$ cat src/rtl/stream_replay_pkg.sv
// Shared constants for the stream replay block: FSM encodings, CSR map and bit positions.
package stream_replay_pkg;
  localparam logic [1:0] S_IDLE  = 2'd0;
  localparam logic [1:0] S_RUN   = 2'd1;
  localparam logic [1:0] S_DRAIN = 2'd2;
  localparam logic [1:0] S_FLUSH = 2'd3;

  localparam logic [3:0] CSR_CTRL   = 4'd0;
  localparam logic [3:0] CSR_STATUS = 4'd1;
  localparam logic [3:0] CSR_BASE   = 4'd2;
  localparam logic [3:0] CSR_COUNT  = 4'd3;
  localparam logic [3:0] CSR_SENT   = 4'd4;

  localparam int CTRL_START   = 0;
  localparam int CTRL_ABORT   = 1;
  localparam int CTRL_LOOP    = 2;
  localparam int STAT_BUSY    = 0;
  localparam int STAT_DONE    = 1;
  localparam int STAT_ABORTED = 2;

  localparam int PAYLOAD_W = 36;
endpackage

$ cat src/rtl/stream_replay_fifo.sv
// First-word-fall-through buffer for returned read data, with occupancy and a flush.
module replay_fifo
  import stream_replay_pkg::*;
#(
  parameter int W     = PAYLOAD_W,
  parameter int DEPTH = 16
) (
  input  logic                       clk,
  input  logic                       reset_n,
  input  logic                       flush,
  input  logic                       push,
  input  logic [W-1:0]               push_data,
  input  logic                       pop,
  output logic [W-1:0]               pop_data,
  output logic                       empty,
  output logic [$clog2(DEPTH):0]     used
);
  localparam int AW = $clog2(DEPTH);

  logic [W-1:0]  mem [DEPTH];
  logic [AW-1:0] wr_ptr, rd_ptr;

  always_ff @(posedge clk or negedge reset_n) begin
    if (!reset_n) begin
      wr_ptr <= '0;
      rd_ptr <= '0;
      used   <= '0;
    end else if (flush) begin
      wr_ptr <= '0;
      rd_ptr <= '0;
      used   <= '0;
    end else begin
      if (push) wr_ptr <= wr_ptr + AW'(1);
      if (pop)  rd_ptr <= rd_ptr + AW'(1);
      used <= used + (AW+1)'(push) - (AW+1)'(pop);
    end
  end

  // Storage needs no reset: nothing is read until used goes non-zero.
  always_ff @(posedge clk) begin
    if (push) mem[wr_ptr] <= push_data;
  end

  assign pop_data = mem[rd_ptr];
  assign empty    = (used == '0);
endmodule

$ cat src/rtl/stream_replay.sv
// Replays captured 64-bit words from memory as a 36-bit stream; CSR-controlled, one-shot or looping.
module stream_replay
  import stream_replay_pkg::*;
#(
  parameter int FIFO_DEPTH = 16,
  parameter int ADDR_W     = 20,
  parameter int CNT_W      = 17
) (
  input  logic              clk,
  input  logic              reset_n,
  input  logic [3:0]        csr_address,
  input  logic              csr_write,
  input  logic              csr_read,
  input  logic [31:0]       csr_writedata,
  output logic [31:0]       csr_readdata,
  output logic [ADDR_W-1:0] mem_address,
  output logic              mem_read,
  input  logic              mem_waitrequest,
  input  logic [63:0]       mem_readdata,
  input  logic              mem_readdatavalid,
  output logic [35:0]       st_data,
  output logic              st_valid,
  input  logic              st_ready
);
  localparam int FAW  = $clog2(FIFO_DEPTH);
  localparam int WA_W = ADDR_W - 3;

  logic [1:0]       state;
  logic [WA_W-1:0]  base_q;
  logic [CNT_W-1:0] count_q, issued;
  logic             loop_q, done_q, aborted_q, stall_hold;
  logic [31:0]      sent_q, rd_mux;
  logic [FAW:0]     inflight, fifo_used;
  logic [FAW+1:0]   occupancy;
  logic             fifo_empty, credit_ok, accept, issue_acc, last_issue;
  logic             rdv_take, push, pop, flush;
  logic [35:0]      fifo_data;
  logic             ctrl_wr, start_req, abort_req;
  logic             unused_bits;

  assign ctrl_wr   = csr_write && (csr_address == CSR_CTRL);
  assign start_req = ctrl_wr && csr_writedata[CTRL_START] && !csr_writedata[CTRL_ABORT] && (state == S_IDLE);
  assign abort_req = ctrl_wr && csr_writedata[CTRL_ABORT] && ((state == S_RUN) || (state == S_DRAIN));

  // Credit covers both outstanding reads and buffered words, so returns can never overflow the FIFO.
  assign occupancy = {1'b0, inflight} + {1'b0, fifo_used};
  assign credit_ok = occupancy < (FAW+2)'(FIFO_DEPTH);
  // stall_hold keeps a stalled request on the bus even if an abort lands mid-stall.
  assign mem_read    = ((state == S_RUN) && (issued < count_q) && credit_ok) || stall_hold;
  assign mem_address = {base_q + WA_W'(issued), 3'b000};
  assign accept      = mem_read && !mem_waitrequest;
  assign issue_acc   = accept && (state == S_RUN);
  assign last_issue  = (issued + CNT_W'(1)) == count_q;

  assign rdv_take = mem_readdatavalid && (inflight != '0);
  assign push     = rdv_take && ((state == S_RUN) || (state == S_DRAIN));
  assign flush    = (state == S_FLUSH);
  assign st_valid = !fifo_empty && (state != S_FLUSH);
  assign pop      = st_valid && st_ready;
  assign st_data  = st_valid ? fifo_data : '0;

  assign unused_bits = ^{mem_readdata[63:36], csr_writedata[31:ADDR_W]};

  replay_fifo #(.W(36), .DEPTH(FIFO_DEPTH)) u_fifo (
    .clk       (clk),
    .reset_n   (reset_n),
    .flush     (flush),
    .push      (push),
    .push_data (mem_readdata[35:0]),
    .pop       (pop),
    .pop_data  (fifo_data),
    .empty     (fifo_empty),
    .used      (fifo_used)
  );

  always_comb begin
    rd_mux = '0;
    case (csr_address)
      CSR_CTRL:   rd_mux[CTRL_LOOP] = loop_q;
      CSR_STATUS: begin
        rd_mux[STAT_BUSY]    = (state != S_IDLE);
        rd_mux[STAT_DONE]    = done_q;
        rd_mux[STAT_ABORTED] = aborted_q;
      end
      CSR_BASE:   rd_mux[ADDR_W-1:3] = base_q;
      CSR_COUNT:  rd_mux[CNT_W-1:0]  = count_q;
      CSR_SENT:   rd_mux = sent_q;
      default:    rd_mux = '0;
    endcase
  end

  always_ff @(posedge clk or negedge reset_n) begin
    if (!reset_n) begin
      state        <= S_IDLE;
      base_q       <= '0;
      count_q      <= '0;
      issued       <= '0;
      loop_q       <= 1'b0;
      done_q       <= 1'b0;
      aborted_q    <= 1'b0;
      stall_hold   <= 1'b0;
      sent_q       <= '0;
      inflight     <= '0;
      csr_readdata <= '0;
    end else begin
      csr_readdata <= csr_read ? rd_mux : '0;
      stall_hold   <= mem_read && mem_waitrequest;
      inflight     <= inflight + (FAW+1)'(accept) - (FAW+1)'(rdv_take);
      if (pop) sent_q <= sent_q + 32'd1;

      if (ctrl_wr) loop_q <= csr_writedata[CTRL_LOOP];
      if (csr_write && (csr_address == CSR_STATUS)) begin
        if (csr_writedata[STAT_DONE])    done_q    <= 1'b0;
        if (csr_writedata[STAT_ABORTED]) aborted_q <= 1'b0;
      end
      if (csr_write && (csr_address == CSR_BASE) && (state == S_IDLE))
        base_q <= csr_writedata[ADDR_W-1:3];
      if (csr_write && (csr_address == CSR_COUNT) && (state == S_IDLE))
        count_q <= csr_writedata[CNT_W-1:0];

      // FSM status updates come last so a completion wins over a same-cycle W1C.
      case (state)
        S_IDLE: if (start_req) begin
          sent_q <= '0;
          issued <= '0;
          if (count_q == '0) done_q <= 1'b1;
          else               state  <= S_RUN;
        end
        S_RUN: begin
          if (issue_acc) issued <= (last_issue && loop_q) ? '0 : issued + CNT_W'(1);
          if (abort_req)                            state <= S_FLUSH;
          else if (issue_acc && last_issue && !loop_q) state <= S_DRAIN;
        end
        S_DRAIN: begin
          if (abort_req) state <= S_FLUSH;
          else if ((inflight == '0) && fifo_empty) begin
            state  <= S_IDLE;
            done_q <= 1'b1;
          end
        end
        default: if ((inflight == '0) && !mem_read) begin
          state     <= S_IDLE;
          aborted_q <= 1'b1;
        end
      endcase
    end
  end
endmodule

$ cat config.mk
export PLATFORM = sky130hd
export DESIGN_NAME = stream_replay
export DESIGN_NICKNAME = d
export VERILOG_FILES = /design/src/rtl/stream_replay_pkg.sv /design/src/rtl/stream_replay_fifo.sv /design/src/rtl/stream_replay.sv
export SDC_FILE = /design/constraint.sdc
export NUM_CORES = 1
export LEC_CHECK = 0
export BUFFER_PORTS_ARGS = -buffer_cell sky130_fd_sc_hd__buf_2
export CORE_ASPECT_RATIO = 2
export CORE_MARGIN = 2
export CORE_UTILIZATION = 50
export DETAILED_ROUTE_END_ITERATION = 8
export PLACE_DENSITY_LB_ADDON = 0.05
export SYNTH_ARGS = -nofsm -noshare
export SYNTH_HDL_FRONTEND = slang
export SYNTH_SLANG_ARGS = --single-unit
$ cat constraint.sdc
create_clock -name clk -period 4.7 [get_ports clk]
set_clock_uncertainty 0.05 [all_clocks]
set_input_delay 0.235 -clock clk [delete_from_list [all_inputs] [get_ports clk]]
set_output_delay 0.235 -clock clk [all_outputs]
set_load 0.01 [all_outputs]
[Word level (Yosys, flattened, before mapping)]
Memories as Yosys holds them, arrays and structs flattened.
Index checks and enable logic that the tools add are counted.
Word-level totals
  bits in registers: 139
  memories: 1
  bits in writable memories: 576
Cells by class
  eq/ne operators: 14
  mux-type cells: 40
  $lt $le $gt $ge: 2
  reductions and logical operators: 46
  add/subtract/negate cells: 10
Memory list
  u_fifo.mem: words 16, bits a word 36, read ports 1, clocked after memory_dff 0, wr ports 1, line stream_replay_fifo.sv:20  | logic [W-1:0] mem [DEPTH];
Operators by type and width (count)
  32-bit two-way mux: 4
  17-bit two-way mux: 3
  14-bit case mux with 3 select lines: 1
  36-bit two-way mux: 1
  17-bit case mux with 2 select lines: 1
  32-bit by 1-bit adder with 32-bit output, second input constant: 1
  1-bit logical AND: 25
  17-bit by 1-bit adder with 17-bit output, second input constant: 1
  17-bit adder: 1
  17-bit equality test: 1
  17-bit zero test: 1
  17-bit less-than comparator: 1
  4-bit two-way mux: 4
  2-bit two-way mux: 7
  1-bit two-way mux: 12
  12-bit two-way mux: 1
  2-bit case mux with 3 select lines: 2
  5-bit by 1-bit adder with 5-bit output: 2
  5-bit zero test: 2
  5-bit by 1-bit subtractor with 5-bit output: 2
  4-bit by 1-bit adder with 4-bit output, second input constant: 2
  4-bit by 2-bit equality test with 1-bit output, second input constant: 2
  2-bit inequality test, second input constant: 4
  2-bit nonzero test: 4
  other kinds (20): 27

[Logic depth before layout (Yosys ltp)]
  depth in word-level cells: 11
  gate-level depth with buffers: 19
  mapped depth without buffers: 18

[By module]
From an unflattened synthesis, not the netlist that was laid out.
Second synthesis, totals
  cell total of the unflattened synthesis: 1824
  area, all modules: 30291.6 µm²
By module, submodules not included
  replay_fifo: times used 1, area each 22335.2 µm², seq. area each 17621.9 µm², cells each 975
  stream_replay: times used 1, area each 7956.4 µm², seq. area each 3153.0 µm², cells each 849

[Least setup slack after synthesis]
Ideal clock, no wire load.
  kind: register to register
  from: reg inflight[2]
  to: mem u_fifo.mem[3][0] (enable)
  required time: 4176 ps
  data arrival time: 3875 ps
  period minus slack after synthesis: 4399 ps
  slack: 301 ps
  stages on the path, launching flop included: 8
  cell sequence: dfrtp_1 inv_1 ha_1 or4b_2 and3_1 clkbuf_1 nand2_1 nor3_1
Between the ends
  cells in the longest elaborated chain, start to end: 5
Ends and longest elaborated chain
  start, declared: line stream_replay.sv:33  | logic [FAW:0] inflight, fifo_used;
  start signal, assigned: line stream_replay.sv:108  | inflight <= inflight + (FAW+1)'(accept) - (FAW+1)'(rdv_take);
  5-bit nonzero test: line stream_replay.sv:55  | assign rdv_take = mem_readdatavalid && (inflight != '0);
  1-bit logical AND: line stream_replay.sv:55
  1-bit logical AND: line stream_replay.sv:56  | assign push = rdv_take && ((state == S_RUN) || (state == S_DRAIN));
  1-bit two-way mux: line stream_replay_fifo.sv:41  | if (push) mem[wr_ptr] <= push_data;
  1-bit two-way mux (not written as such): line stream_replay_fifo.sv:41
  end, declared: line stream_replay_fifo.sv:20
No other way between the ends.

[Final worst setup path]
  from: reg issued[1]
  to: out mem_address[18]
Between the ends
  cells in the longest elaborated chain, start to end: 1
Ends and longest elaborated chain
  start, declared: line stream_replay.sv:30  | logic [CNT_W-1:0] count_q, issued;
  start signal, assigned: line stream_replay.sv:130  | if (issue_acc) issued <= (last_issue && loop_q) ? '0 : issued + CNT_W'(1);
  17-bit adder: line stream_replay.sv:50  | assign mem_address = {base_q + WA_W'(issued), 3'b000};
  end, declared: line stream_replay.sv:16  | output logic [ADDR_W-1:0] mem_address,
No other way between the ends.

==> out/summary.txt <==
==========================================================================================
Clock period minus final worst setup slack                                         4.39 ns
Pwr dens                                                                       552 nW/um^2
End-of-flow core utilization                                                         0.585
Flop and latch count out of synthesis                                                  715
Maximum Capacitance Violations                                                           0
Final RePlAce weighted congestion                                                    0.900
Crit path max fanout                                                                     9
Sequential cell area fraction in the yosys report                                    0.687
Final ANT Viol Nets                                                                      0
Hold Violations, Final                                                                   0
Residual overflow from global routing                                                    0
# placed instances                                                                    2633
Die Span X                                                                     178 microns
Critical path type                                                                 reg2out
Die Span Y                                                                     352 microns
I/O Pins                                                                               197
Number of cell rows                                                                    127
Sink count of the clock tree                                                           715
H-tree depth                                                                             3
Average instance area after synthesis                                           17.3 sq um
Critical Path Sink Type                                                        output port
Synth cell count leaders                                                      sky130_fd_sc_hd__edfxtp_1 (576), sky130_fd_sc_hd__mux4_2 (180), sky130_fd_sc_hd__dfrtp_1 (139), sky130_fd_sc_hd__nor2_1 (102), sky130_fd_sc_hd__nand2_1 (67)
Worst IR Drop VDD                                                                 0.414 mV
Leading cell type by number of instances after synthesis                      sky130_fd_sc_hd__edfxtp_1
Layout cell share with drive strength beyond 1                                       0.260
Ratio of final minimum period to clock period                                        0.933
Root cell of the clock tree                                                   sky130_fd_sc_hd__clkbuf_16
Arrival time worst endpoint                                                        4.10 ns
Vias per cell                                                                         5.92
Number of flops mapped to enable cells by yosys                                        576
Area fraction of the dominant cell type after synthesis                              0.572
Detailed Routing Iterations Pass 1                                                       7
Relative contribution of combinational cells to total power                          0.298
Vias                                                                                 16658
Number of nets in the layout                                                          2160
Wire length of the first global-routing pass                                  110000 microns
RSZ-0062 raised after global routing                                                    no
Post-placement setup slack                                                         1.01 ns
Startpoint class of the critical path                                             register
Register-to-Register Path Depth                                                         10
Vias in the first global route                                                       17620
Detailed Route Iter0 Violations                                                       1320
Count of cell types in the netlist                                                      73
Area of the mapped netlist                                                     30300 sq um
Post-Syn Instances                                                                    1749
Count of final max-slew check failures                                                   0
Clock buffer count from CTS                                                             66
Top achievable clock speed                                                         228 MHz
Critical register-to-register path startpoint                                    issued[1]
I/O Buffers                                                                            153
Cell types occupying the most area after synthesis                            sky130_fd_sc_hd__edfxtp_1 (57%), sky130_fd_sc_hd__mux4_2 (13%), sky130_fd_sc_hd__dfrtp_1 (11%)
Starting Density                                                                     0.505
Antenna violations before repair                                                         0
Final standard cell count with taps included and fillers excluded                     2812
Postcts setup bufs                                                                       0
Capture point of the worst reg-to-reg path                                      issued[13]
Clk Latency, worst-skew pair                                                       0.60 ns
Die Area                                                                       62600 sq um
Net switching power of the design                                                  5.97 mW
GRT Total Usage                                                                      0.244
Final setup slack of the worst path                                               0.313 ns
Clk network pwr share                                                                0.284
CP Capture Point                                                              mem_address[18]
Internal power consumption                                                         13.4 mW
Total Routed Length                                                           74000 microns
Leading area contributor after synthesis                                      sky130_fd_sc_hd__edfxtp_1
Number of antenna repair diodes                                                          0
Fraction of power consumed by sequential logic                                       0.418
Setup TNS after final layout                                                          0 ns
Outcome                                                                          completed
Layout-stage area growth over the synthesis result                                   15.8%
Post-detailed-route wirelength per cell                                       26.3 microns
Total DRC errors in the routed layout                                                    0
Layout filler cell count                                                              4596
Cell depth of the worst min-delay path                                                   4
Top flip-flop cell by instance count after synthesis                          sky130_fd_sc_hd__edfxtp_1
Worst R2R Setup Slack                                                              0.91 ns
Hold Path Origin                                                                 csr_write
Clock edge transition at the registers on the reported setup and hold paths        0.07 ns
Core Box Area                                                                  59900 sq um
Number of instances resized during post-cts repair                                       0
Final setup violating endpoints                                                          0
Pin count of the biggest net entering global routing                                    76
Static Leak                                                                        12.5 nW
Measured slew at the worst slew-check pin                                          1.05 ns
Class of the tightest hold or removal check                                         in2reg
Slew margin rel.                                                                     0.293
Warning count from the yosys run                                                         0
HPWL after detailed placement                                                 45700 microns
Sw frac                                                                              0.309
CTS max path bufs                                                                        3
Data required, critical path                                                       4.41 ns
Async SR Flop Fraction                                                               0.194
Startpoint of the worst setup timing path                                        issued[1]
CTS tree                                                                              done
==========================================================================================
-- layout by cell type (no fill, tap or decap), types with 47 or more instances in the layout --
cell	n
sky130_fd_sc_hd__dfrtp_1	135
sky130_fd_sc_hd__o21ai_0	47
sky130_fd_sc_hd__inv_1	59
sky130_fd_sc_hd__buf_2	152
sky130_fd_sc_hd__dlygate4sd3_1	62
sky130_fd_sc_hd__nor2_1	90
sky130_fd_sc_hd__ha_1	61
sky130_fd_sc_hd__nor2b_1	48
sky130_fd_sc_hd__edfxtp_1	576
sky130_fd_sc_hd__clkbuf_16	68
sky130_fd_sc_hd__nand2_1	67
sky130_fd_sc_hd__mux4_2	180
-- registers in the layout, indices dropped and copies added (netlist names), 2 cells and up --
signal,cells
u_fifo.rd_ptr,4
sent_q,32
issued,17
state,2
u_fifo.used,5
u_fifo.mem,576
inflight,5
csr_readdata,32
count_q,17
u_fifo.wr_ptr,4
base_q,17
-- metrics by stage --
stage | cell area [sq um] | hold WS [ns] | power (mW)
global route | 35000 | 0.0823 | 20.3
global placement | 32200 | 0.246 | 14.0
CTS | 35000 | 0.0492 | 19.6
floorplan | 30300 | -0.111 | 11.9
finish | 35000 | 0.0843 | 19.4
detailed placement | 32200 | 0.253 | 14.1
-- critical path: stages, from the launching register on --
cell and delay [ns]:
sky130_fd_sc_hd__dfrtp_1 0.57, sky130_fd_sc_hd__ha_1 0.31, sky130_fd_sc_hd__a21oi_1 0.56, sky130_fd_sc_hd__o21ai_0 0.31, sky130_fd_sc_hd__o41ai_1 0.41, sky130_fd_sc_hd__o21ai_0 0.21
sky130_fd_sc_hd__o41ai_1 0.29, sky130_fd_sc_hd__buf_4 0.20, sky130_fd_sc_hd__o2111ai_1 0.14, sky130_fd_sc_hd__a21oi_1 0.19, sky130_fd_sc_hd__xnor2_1 0.16, sky130_fd_sc_hd__buf_2 0.17
-- worst min-delay path by stage --
stage / end / slack, ns
2_1_floorplan: aborted_q / -0.11
3_5_place_dp: csr_readdata[24] / 0.25
4_1_cts: done_q / 0.05
3_3_place_gp: csr_readdata[26] / 0.25
5_1_grt: done_q / 0.08
6_report: aborted_q / 0.08
-- cell families (layout without fill, tap and decap cells) --
family	after synthesis	count (layout)	synth area share
xor+xnor	64	64	0.0185
fa+ha+maj	65	65	0.0275
simple gates	379	379	0.0654
flops	715	715	0.687
buf+inv	143	430	0.0187
mux	208	208	0.144
other cells	1	3	0.000124
compound gates	174	174	0.0388
-- area by class of cell --
type	count	area, sq um	area share
Tap cell	774	968	0.0276
Sequential cell	715	20800	0.593
Inverter	59	221	0.00632
Timing Repair Buffer	254	1820	0.0520
Multi-Input combinational cell	893	9040	0.258
Clock inverter	36	399	0.0114
Clock buffer	81	1800	0.0513
-- power groups by stage --
stage               Sequential (mW)  Combinational (mW)  Clock, mW
finish                         8.09                5.77       5.49
CTS                            8.11                5.90       5.60
global placement               8.22                5.77          0
global route                   8.16                6.28       5.81
detailed placement             8.25                5.83          0
floorplan                      7.79                4.14          0
-- routing by layer --
layer | vias up | track usage | wire length [microns]
met1 | 8690 | 0.272 | 26700
li1 | 7344 | - | -
met5 | - | 0 | 0
met3 | 150 | 0.0344 | 3070
met4 | 0 | 0.116 | 3540
met2 | 474 | 0.453 | 40700
-- timing repair --
action / in CTS / in global routing
setup endpoints to repair: 0 / 0
hold buffers: 62 / 0
endpoints found under the hold margin: 704 / 0
Power figures use the tool's default switching activity.
